File: src/rtl/iob_ctls_stream_pkg.sv
// Shared definitions for the streaming count-leading/trailing-symbols block:
// default parameter values and FSM state encodings.
package iob_ctls_stream_pkg;

  localparam int DEF_W     = 32;
  localparam int DEF_CNT_W = 16;

  typedef enum logic [1:0] {
    IDLE = 2'd0,
    ACC  = 2'd1,
    SKIP = 2'd2,
    OUT  = 2'd3
  } state_t;

endpackage

File: src/rtl/iob_ctls.sv
// Per-word trailing-zero counter: number of zero bits below the lowest set bit,
// W when the word is all zeros.
module iob_ctls
  import iob_ctls_stream_pkg::*;
#(
  parameter int W = DEF_W
) (
  input  logic [W-1:0]         data,
  output logic [$clog2(W):0]   count
);

  localparam int CW1 = $clog2(W) + 1;

  // Scanning downward lets the lowest set bit overwrite every higher one.
  always_comb begin
    count = CW1'(W);
    for (int i = W - 1; i >= 0; i--) begin
      if (data[i]) count = CW1'(i);
    end
  end

endmodule

File: src/rtl/iob_ctls_stream.sv
// Counts a run of zero/one symbols from either end of a multi-word frame and
// returns the saturating run length once per frame over a valid/ready stream.
module iob_ctls_stream
  import iob_ctls_stream_pkg::*;
#(
  parameter int W     = DEF_W,
  parameter int CNT_W = DEF_CNT_W
) (
  input  logic             clk_i,
  input  logic             arst_n_i,
  input  logic             cke_i,
  input  logic             mode_i,
  input  logic             symbol_i,
  input  logic             s_valid_i,
  output logic             s_ready_o,
  input  logic [W-1:0]     s_data_i,
  input  logic             s_last_i,
  output logic             m_valid_o,
  input  logic             m_ready_i,
  output logic [CNT_W-1:0] m_count_o,
  output logic             m_found_o,
  output logic             m_sat_o
);

  localparam int CW     = $clog2(W);
  localparam int CW1    = CW + 1;
  localparam int CNT_W1 = CNT_W + 1;
  localparam logic [CW:0] FULL = CW1'(W);

  state_t           state, state_nxt;
  logic             mode_q, sym_q, mode_eff, sym_eff;
  logic [W-1:0]     word, word_rev, scan;
  logic [CW:0]      word_cnt;
  logic [CNT_W-1:0] acc;
  logic [CNT_W:0]   sum;
  logic             found, sat, accept, consume, all_sym;

  // MSB of the result flags that the sum was clipped to the maximum count.
  function automatic logic [CNT_W:0] sat_add(input logic [CNT_W-1:0] a,
                                             input logic [CW:0]      b);
    logic [CNT_W:0] s;
    s = {1'b0, a} + CNT_W1'(b);
    if (s[CNT_W]) return {1'b1, {CNT_W{1'b1}}};
    return s;
  endfunction

  assign s_ready_o = (state != OUT);
  assign m_valid_o = (state == OUT);
  assign accept    = cke_i & s_valid_i & s_ready_o;
  assign consume   = cke_i & m_valid_o & m_ready_i;

  // The first word of a frame uses the live selects; later words use the held ones.
  assign mode_eff = (state == IDLE) ? mode_i   : mode_q;
  assign sym_eff  = (state == IDLE) ? symbol_i : sym_q;

  // Leading/ones counting is mapped onto the trailing-zero counter.
  always_comb begin
    word = sym_eff ? ~s_data_i : s_data_i;
    for (int i = 0; i < W; i++) word_rev[i] = word[W-1-i];
    scan = mode_eff ? word_rev : word;
  end

  iob_ctls #(.W(W)) u_ctls (
    .data  (scan),
    .count (word_cnt)
  );

  assign all_sym = (word_cnt == FULL);
  assign sum     = sat_add(acc, word_cnt);

  always_ff @(posedge clk_i or negedge arst_n_i) begin
    if (!arst_n_i) state <= IDLE;
    else if (cke_i) state <= state_nxt;
  end

  always_comb begin
    state_nxt = state;
    case (state)
      IDLE, ACC: if (accept) state_nxt = s_last_i ? OUT : (all_sym ? ACC : SKIP);
      SKIP:      if (accept && s_last_i) state_nxt = OUT;
      OUT:       if (consume) state_nxt = IDLE;
      default:   state_nxt = IDLE;
    endcase
  end

  always_ff @(posedge clk_i or negedge arst_n_i) begin
    if (!arst_n_i) begin
      acc   <= '0;
      found <= 1'b0;
      sat   <= 1'b0;
    end else if (consume) begin
      acc   <= '0;
      found <= 1'b0;
      sat   <= 1'b0;
    end else if (accept && (state == IDLE || state == ACC)) begin
      acc <= sum[CNT_W-1:0];
      if (sum[CNT_W]) sat <= 1'b1;
      if (!all_sym)   found <= 1'b1;
    end
  end

  always_ff @(posedge clk_i) begin
    if (accept && state == IDLE) begin
      mode_q <= mode_i;
      sym_q  <= symbol_i;
    end
  end

  assign m_count_o = acc;
  assign m_found_o = found;
  assign m_sat_o   = sat;

endmodule

File: config.mk
export PLATFORM = sky130hd
export DESIGN_NAME = iob_ctls_stream
export DESIGN_NICKNAME = d
export VERILOG_FILES = /design/src/rtl/iob_ctls_stream_pkg.sv /design/src/rtl/iob_ctls.sv /design/src/rtl/iob_ctls_stream.sv
export SDC_FILE = /design/constraint.sdc
export NUM_CORES = 1
export LEC_CHECK = 0
export CORE_MARGIN = 2
export CORE_UTILIZATION = 30
export CTS_CLUSTER_DIAMETER = 80
export CTS_CLUSTER_SIZE = 8
export DETAILED_ROUTE_END_ITERATION = 6
export PLACE_DENSITY = 0.65
export SETUP_SLACK_MARGIN = 0.5
export SLEW_MARGIN = 20
export SYNTH_ARGS = -nofsm -noshare
export SYNTH_HDL_FRONTEND = slang
export SYNTH_SLANG_ARGS = --single-unit
File: constraint.sdc
create_clock -name clk_i -period 4.4 [get_ports clk_i]
set_input_delay 0.44 -clock clk_i [delete_from_list [all_inputs] [get_ports clk_i]]
set_output_delay 0.44 -clock clk_i [all_outputs]
set_load 0.02 [all_outputs]
# Yosys cells after proc, flatten, opt, wreduce, memory -nomap -nowiden
# Cells that the tools add are included.
[word_totals]
word_cells = 85
mem_bits_rw = 0
memories = 0
romBits = 0
ff_bits = 22
latchBits = 0
input_bits = 40
output_inout_bits = 20
[classes]
shifts = 0
n_addsub = 1
muxes = 53
n_bitwise = 5
reduce_logical = 11
n_mul = 0
n_div = 0
eq_ne = 9
n_lt_le_gt_ge = 0
[ops]
columns = ["operator", "count"]
rows = [
  ["$mux 6", 32],
  ["$mux 32", 2],
  ["$mux 17", 2],
  ["$mux 16", 2],
  ["$not 32->32", 1],
  ["$add 16x6->17", 1],
  ["$mux 2", 5],
  ["$mux 1", 9],
  ["$ne 2x2->1 const B", 4],
  ["$eq 6x6->1 const B", 1],
  ["$pmux 2 s3", 1],
  ["$and 1x1->1", 4],
  ["$eq 2x2->1 const B", 2],
  ["$reduce_and 2->1", 2],
  ["$reduce_and 4->1", 1],
  ["$reduce_bool 2->1", 2],
  ["$logic_and 1x1->1", 3],
  ["$eq 2x1->1 const B", 1],
  ["$logic_not 2->1", 1],
  ["$ne 2x1->1 const B", 1],
  ["$reduce_or 2->1", 1],
  ["$logic_or 1x1->1", 1],
]

# Longest topological paths before layout
# Gate-level depths: netlist (run 1).
[logic_depth]
ltp_word = 42
depth_mapped = 22
depth_no_buf = 18

# Modules after synthesis
# Synthesis (run 1) repeated with hierarchy kept, for this count alone.
[hier_totals]
hier_cells = 284
hier_area_um2 = 2484.9
[by_module_without_submodules]
columns = ["mod", "area_each_um2", "cells_each", "instances", "seq_area_each_um2"]
rows = [
  ["iob_ctls_stream", 2117.0, 219, 1, 560.5],
  ["iob_ctls", 367.9, 65, 1, 0.0],
]

# Least setup slack after synthesis (run 1)
# No wires, ideal clock.
[synth_path]
kind = "reg2reg"
startpoint = "register state[0]"
endpoint = "register acc[9] (netlist: m_count_o[9])"
period_less_slack_ns = 4.131
stages_incl_launch_ff = 20
path_buffers = 4
slack_ns = 0.269
t_required_ns = 4.255
setup_time_ns = 0.145
t_arrival_ns = 3.986
path_cell_list = "dfrtp_1 buf_6 nor2_4 mux2i_4 buf_2 buf_1 nor3_1 a211o_1 a22oi_1 o31ai_1 ha_1 fa_1 a21o_1 a21oi_1 o21bai_1 a21oi_1 nor3_1 nand2_1 clkbuf_1 o211ai_1"
[synth_via]
elab_chain_cells = 41
word_cells_on_any_way = 51
classes_between = "add/sub: 1; eq/ne: 3; mux: 40; bitwise: 3; reduce/logical: 4"
[synth_lines]
columns = ["item", "line", "text"]
rows = [
  ["start: declaration", "iob_ctls_stream.sv:30", "state_t state, state_nxt;"],
  ["start signal: assignment", "iob_ctls_stream.sv:73", "else if (cke_i) state <= state_nxt;"],
  ["$logic_not 2->1", "iob_ctls_stream.sv:53, iob_ctls_stream.sv:54, iob_ctls_stream.sv:95", ""],
  ["$mux 1", "iob_ctls_stream.sv:54", "assign sym_eff = (state == IDLE) ? symbol_i : sym_q;"],
  ["$mux 32", "iob_ctls_stream.sv:58", "word = sym_eff ? ~s_data_i : s_data_i;"],
  ["$mux 32", "iob_ctls_stream.sv:60", "scan = mode_eff ? word_rev : word;"],
  ["$mux 6 (32 in a row)", "iob_ctls.sv:18", "if (data[i]) count = CW1'(i);"],
  ["$add 16x6->17", "iob_ctls_stream.sv:42", "s = {1'b0, a} + CNT_W1'(b);"],
  ["$mux 1", "iob_ctls_stream.sv:43", "if (s[CNT_W]) return {1'b1, {CNT_W{1'b1}}};"],
  ["$mux 17", "iob_ctls_stream.sv:44", "return s;"],
  ["$mux 16", "iob_ctls_stream.sv:95", "end else if (accept && (state == IDLE || state == ACC)) begin"],
  ["$mux 16", "iob_ctls_stream.sv:91", "end else if (consume) begin"],
  ["end signal: assignment", "iob_ctls_stream.sv:96", "acc <= sum[CNT_W-1:0];"],
  ["end: declaration", "iob_ctls_stream.sv:34", "logic [CNT_W-1:0] acc;"],
]
# Several ways; a longest one is shown, not always the timed one. The select of a mux whose other input is x is not followed.
# A chain may end at the register's enable or synchronous reset.

# Final worst setup path (run 1)
[layout_path]
startpoint = "register state[0]"
endpoint = "register acc[10] (netlist: m_count_o[10])"
# Same word-level chain as after synthesis.

==> metrics.yaml, run 1 <==
clk_pin_slew_ns: 0.09
crit_path_top_delay_cell: "dfrtp_2"
num_rows: 36
cts.sinks: 22
grt_usage: 0.199
clockPowerShare: 0.116
clk_latency_ns: 0.27
finalCritPeriodShare: 0.926
die_y_um: 105
synth.distinct_cells: 71
synthMuxAreaShare: 0.0618
crit_buf_inv: 2
tightest_slew_ns: 0.906
die_area_um2: 11000
required_ns: 4.54
fmax_mhz: 245
skew_ns: 0.0103
reg2reg_slack_ns: 0.33
synthAdderAreaFrac: 0.0311
p_per_area_nw_per_um2: 340
grt_pass1_vias: 3694
leakage_nw: 1.87
synth_xor_xnor_area_share: 0.0344
synth_edf_count: 2
synth-compound-area-share: 0.312
maxSlewViolCount: 0
pre_cts_ws_ns: -0.229
cp_max_fo: 5
fin_cells: 669
drc: 0
cts_tree: "done"
crit_type: "register to register"
place_inst: 642
holdCritPathClass: "register to register"
syn_to_final_growth_pct: 58.7
pwr-share-comb: 0.722
viasPerCell: 5.87
port_buffers: 59
final_nets: 584
dpl.hpwl_mm: 8.07
ir_drop_uv: 239
crit_chain: "nor2_4 > buf_6 > mux2_4 > buf_4 > a2111oi_4 > o21ai_1 > o31ai_1 > o41ai_2 > a21oi_2 > o31ai_4 > ha_2 > fa_2 > a21o_1 > a21oi_2 > o21bai_1 > a21oi_2 > nor2_4 > and3_4 > xnor2_2 > o21ai_1"
die_w_um: 105
grt.overflow.total: 0
relSlewSlack: 0.394
cp_top_family: "compound AO/OA/AOI/OAI gates"
top_level_ports: 60
synth_warnings: 0
cpPeakStageDelay_ns: 0.46
antenna_cells: 0
layout_common_cells: "buf_4, clkdlybuf4s50_1, nand2_1"
syn_area_um2: 3060
grt_start_max_net_pins: 21
cp_common_cell: "a21oi_2"
p_sw_frac: 0.439
power_switching_uw: 724
synth_nets: 463
start_util: 0.311
fillCellCount: 950
wl_per_cell_um: 17.2
arrival_ns: 4.21
vias: 3926
synthCells: 416
ys_ff_latch: 22
dr.first_iter.drc_count: 215
rsz0062_at_grt: "yes"
synth_top_area_frac: 0.164
cts.path.max_buffers: 2
avgSynthCellArea_um2: 7.35
cp-end-kind: "register"
place.gp.congestion: 0.924
final_common_cell: "buf_4"
htree_levels: 1
dr.pass1.iters: 4
finalHoldViolations: 0
seq_power_share: 0.162
synth.top_cells.by_area: "dfrtp_1, a21oi_1, nand2_1"
multi_input_area_um2: 2700
ant_nets: 0
status: "finished clean"
cts_buffers: 3
cts_root_buf: "clkbuf_8"
yosys_most_used_dff: "dfrtp_1"
antenna_found_initial: 0
period_needed_ns: 4.07
register_area_um2: 563
cap_viol_max_count: 0
drive_above_1_share: 0.319
core_area_um2: 9820
synth_largest_area_cell: "dfrtp_1"
grt_pass1_wl_mm: 18.4
synth_top_family_by_area: "compound AO/OA/AOI/OAI gates"
synth-simple-area-share: 0.298
startpoint_type: "register"
setup_ws_ns: 0.326
routed_wl_mm: 11.5
synthArstFlopShare: 0.909
setup_viol: 0
seq_area_frac_synth: 0.183
p_int_uw: 924
[area by class of cell]
cell class,count,share of cell area
multi-input cells,349,0.556
repair buffers,145,0.266
clock inverters,1,0.00619
inverters,16,0.0124
clock buffers,3,0.00851
flip-flops and latches,22,0.116
well taps,133,0.0343
[synthesized netlist by cell type (3+ instances only)]
cell type  instances
clkbuf_1          11
and3_1            12
inv_1             16
nor3_1            22
mux2i_1           11
a221oi_1           3
ha_1               6
a21oi_1           26
o21ai_1            3
xnor2_1           10
nor3b_1            6
a31oi_1           12
a311oi_1           3
nor4_1             5
a22oi_1            8
nand2b_1           4
o21bai_1           4
o21ai_0           19
o31ai_1            7
nor2_1            28
a211oi_1          12
buf_6              6
nand4_1            8
or3_1              3
o211ai_1          15
nand3_1           24
nand2_1           34
buf_2             11
dfrtp_1           20
or2_2              4
a2111oi_0          3
and2_1             6
[path summary, 6_finish.rpt]
kind	startpoint	endpoint	depth (start not counted)
max	state[0]	m_count_o[10]	20
max reg2reg	state[0]	m_count_o[10]	20
min in group asynchronous	arst_n_i	m_count_o[12]	1
max in group asynchronous	arst_n_i	state[0]	1
min	m_count_o[12]	m_count_o[12]	1
min reg2reg	m_count_o[12]	m_count_o[12]	1
[stage by stage]
step | setup TNS, ns | hold WS (ns) | utilization | total power, mW | instance area, µm²
after floorplan | 0 | 0.144 | - | 0.831 | 3080
after global placement | -1.00 | 0.475 | 0.420 | 1.13 | 4120
after detailed placement | -2.35 | 0.489 | 0.420 | 1.15 | 4120
after CTS | 0 | 0.508 | 0.460 | 1.51 | 4510
after global routing | 0 | 0.525 | 0.494 | 1.74 | 4850
final | 0 | 0.511 | 0.494 | 1.65 | 4850
[cell families after synthesis]
family	after synthesis
AND/OR/NAND/NOR	173
AO/OA/AOI/OAI	139
buffers and inverters	47
flip-flops	22
multiplexers	16
XOR/XNOR	12
adder cells (fa/ha/maj)	7
[power groups by stage]
| stage | Sequential [mW] | Clock (mW) | Combinational, mW |
|---|---|---|---|
| finish | 0.268 | 0.191 | 1.19 |
| global route | 0.271 | 0.202 | 1.27 |
| CTS | 0.268 | 0.193 | 1.05 |
| detailed placement | 0.280 | 0 | 0.865 |
| global placement | 0.280 | 0 | 0.851 |
| floorplan | 0.271 | 0 | 0.561 |
[registers in the layout, summed over array words and instances (netlist names)]
register,cells
m_count_o,16
m_found_o,1
mode_q,1
sym_q,1
m_sat_o,1
state,2
[routing by layer]
metal / vias to the layer above / routed length [µm] / GRT usage
met4: 0 / 269 / 0.0629
met1: 1853 / 4850 / 0.273
met2: 203 / 5460 / 0.326
met3: 28 / 955 / 0.0218
li1: 1842 / - / -
met5: - / 0 / 0
[what timing repair did]
item,4_1_cts,5_1_grt
endpoints found under the setup margin,17,17
gates cloned,1,1
buffers inserted,13,8
hold buffers,0,0
pin swaps,12,25
gates resized for setup,54,54
No activity file was read; power rests on OpenSTA's default activity.
==> inputs of run 2 (changes only) <==
Settings changed: SLEW_MARGIN 20 to unset.
==> results of run 2 <==
The final DEF is identical to that of run 1; final timing and power are the same.
==> inputs of run 3 (changes only) <==
Settings changed: PLACE_DENSITY 0.65 to 0.63.
Clock period 4.4 ns to 4.2 ns, I/O delays scaled along.
==> run 3 against run 2 <==
Effect of this change: worst setup slack got worse by 0.31 ns; final cell count increased by 3.3%; worst hold slack worse by 0.021 ns; sequential power up 4%; largest power group unchanged.
==> metrics.yaml, run 3 (synthesis gave the netlist of run 1 again) <==
cpPeakStageDelay_ns: 0.60  # was 0.46 ns
dpl.hpwl_mm: 8.31  # was 8.07 mm
grt_usage: 0.203  # was 0.199
arrival_ns: 4.38  # was 4.21 ns
num_rows: 36  # unchanged
period_needed_ns: 4.19
cap_viol_max_count: 0  # unchanged
place.gp.congestion: 0.921  # was 0.924
fmax_mhz: 239
syn_to_final_growth_pct: 65.5  # was 58.7%
final_core_util: 0.515  # was 0.494
antenna_cells: 0  # unchanged
die_area_um2: 11000  # unchanged
vias: 3948  # was 3,926
ant_nets: 0  # unchanged
leakage_nw: 2.01  # was 1.87 nW
holdCritPathClass: "register to register"  # unchanged
cts.path.max_buffers: 2  # unchanged
rsz0062_at_grt: "yes"  # unchanged
pre_cts_ws_ns: -0.301  # was -0.229 ns
crit_path_top_delay_cell: "clkdlybuf4s50_1"  # was dfrtp_2
antenna_found_initial: 0  # unchanged
htree_levels: 1  # unchanged
crit_buf_inv: 3  # was 2
viasPerCell: 5.71  # was 5.87
cp_common_cell: "a21oi_2"  # unchanged
wl_per_cell_um: 17.3  # was 17.2 µm
dr.pass1.iters: 7  # was 4
dr.first_iter.drc_count: 228  # was 215
grt_pass1_wl_mm: 18.8  # was 18.4 mm
skew_ns: 0.00647  # was 0.0103 ns
cp_max_fo: 8  # was 5
drive_above_1_share: 0.355  # was 0.319
cp-startpoint: "s_data_i[4]"  # was state[0]
core_area_um2: 9820  # unchanged
final_common_cell: "buf_4"  # unchanged
cts.sinks: 22  # unchanged
startpoint_type: "input port"  # was register
r2r-start: "state[1]"  # was state[0]
start_util: 0.311  # unchanged
cts_tree: "done"  # unchanged
clk_pin_slew_ns: 0.08  # was 0.09 ns
required_ns: 4.39  # was 4.54 ns
port_buffers: 59  # unchanged
routed_wl_mm: 12.0  # was 11.5 mm
cts_root_buf: "clkbuf_8"  # unchanged
die_w_um: 105  # unchanged
maxSlewViolCount: 0  # unchanged
finalCritPeriodShare: 0.997
cts_buffers: 3  # unchanged
p_sw_frac: 0.435  # was 0.439
place_area_um2: 4280  # was 4120 µm²
grt.overflow.total: 0  # unchanged
relSlewSlack: 0.383  # was 0.394
power_switching_uw: 764  # was 724 µW
crit_type: "input port to register"  # was register to register
finalHoldViolations: 0  # unchanged
layout_common_cells: "buf_4, clkdlybuf4s50_1, nor2_1"  # was buf_4, clkdlybuf4s50_1, nand2_1
pwr-share-comb: 0.741  # was 0.722
final_cell_area_um2: 5060  # was 4850 µm²
min_from: "m_sat_o"  # was m_count_o[12]
final_nets: 606  # was 584
cts_hold_buffers: 0  # unchanged
tightest_slew_ns: 0.923  # was 0.906 ns
cp-end-kind: "register"  # unchanged
p_int_uw: 993  # was 924 µW
clockPowerShare: 0.100  # was 0.116
crit_chain: "clkdlybuf4s50_1 > o21bai_1 > a221o_1 > o31ai_1 > o41ai_2 > a21oi_2 > o31ai_4 > buf_6 > ha_4 > fa_2 > a21o_1 > a21oi_2 > o21bai_1 > a21oi_2 > buf_6 > nor2_4 > a31oi_1 > a41oi_1 > a21oi_1"  # was nor2_4 > buf_6 > mux2_4 > buf_4 > a2111oi_4 > o21ai_1 > o31ai_1 > o41ai_2 > a21oi_2 > o31ai_4 > ha_2 > fa_2 > a21o_1 > a21oi_2 > o21bai_1 > a21oi_2 > nor2_4 > and3_4 > xnor2_2 > o21ai_1
ir_drop_uv: 256  # was 239 µV
largest_reg_flops: 16  # unchanged
die_y_um: 105  # unchanged
status: "finished clean"  # unchanged
seq_power_share: 0.159  # was 0.162
grt_pass1_vias: 3882  # was 3,694
drc: 0  # unchanged
clk_latency_ns: 0.27  # about the same
cp_top_family: "compound AO/OA/AOI/OAI gates"  # unchanged
setup_ws_ns: 0.0144  # was 0.326 ns
top_level_ports: 60  # unchanged
p_per_area_nw_per_um2: 347  # was 340 nW/µm²
setup_viol: 0  # unchanged
grt_start_max_net_pins: 22  # was 21
run 3: changes by cell type in the layout (fill, tap and decap cells not counted), moves of 2 or more:
cell / before / now
nand2_1: 32 / 25
nor2_1: 25 / 27
nor2_2: 2 / 0
a21oi_4: 2 / 0
nand2_4: 0 / 2
or4_1: 0 / 2
or4_4: 3 / 1
buf_6: 9 / 24
nand2_2: 4 / 10
a21oi_2: 4 / 7
buf_4: 75 / 82
run 3: power by group through the flow:
stage	sequential (mW)	combinational [mW]	clock (mW)
global placement	0.286	0.970	0
CTS	0.278	1.19	0.177
floorplan	0.284	0.611	0
global route	0.286	1.39	0.189
detailed placement	0.287	0.978	0
finish	0.280	1.30	0.176
run 3: worst min-delay path, stage by stage, from the launching register on:
cell and delay [ns]:
dfrtp_1 0.35, nand2_1 0.06, nand2_2 0.05
run 3: through the flow:
stage	cells	setup TNS, ns	power (mW)	hold slack (ns)
floorplan	416	0	0.895	0.124
global placement	655	-3.11	1.26	0.458
detailed placement	655	-4.22	1.26	0.463
CTS	683	0	1.64	0.483
global route	691	-0.993	1.86	0.532
finish	691	0	1.76	0.490
run 3: what timing repair did:
| action | 4_1_cts | 5_1_grt |
|---|---|---|
| gates cloned | 1 | 0 |
| endpoints found under the setup margin | 17 | 17 |
| endpoints found under the hold margin | 0 | 0 |
| pin swaps | 37 | 35 |
| setup buffers | 23 | 8 |
| gates resized for setup | 70 | 44 |
run 3: final cells by class:
| class | count | area [µm²] |
|---|---|---|
| clock buffer | 4 | 66.3 |
| sequential | 22 | 563 |
| inverter | 16 | 60.1 |
| fill | 960 | 4760 |
| tap | 133 | 166 |
| multi-input combinational | 348 | 2670 |
| timing repair buffer | 168 | 1530 |
run 3: final timing paths:
| kind | endpoint | depth (start not counted) | slack (ns) |
|---|---|---|---|
| setup / recovery | m_count_o[12] | 19 | 0.01 |
| hold reg to reg | m_sat_o | 2 | 0.49 |
| max in group asynchronous | state[0] | 1 | 2.91 |
| setup reg to reg | m_count_o[12] | 21 | 0.07 |
| hold / removal | m_sat_o | 2 | 0.49 |
| min in group asynchronous | m_count_o[10] | 1 | 0.66 |
run 3: metal layers:
metal,vias up,part of all wire,GRT usage
li1,1878,-,-
met1,1888,0.42,0.256
met2,162,0.51,0.357
met3,20,0.053,0.0181
met4,0,0.024,0.0762
met5,-,0,0
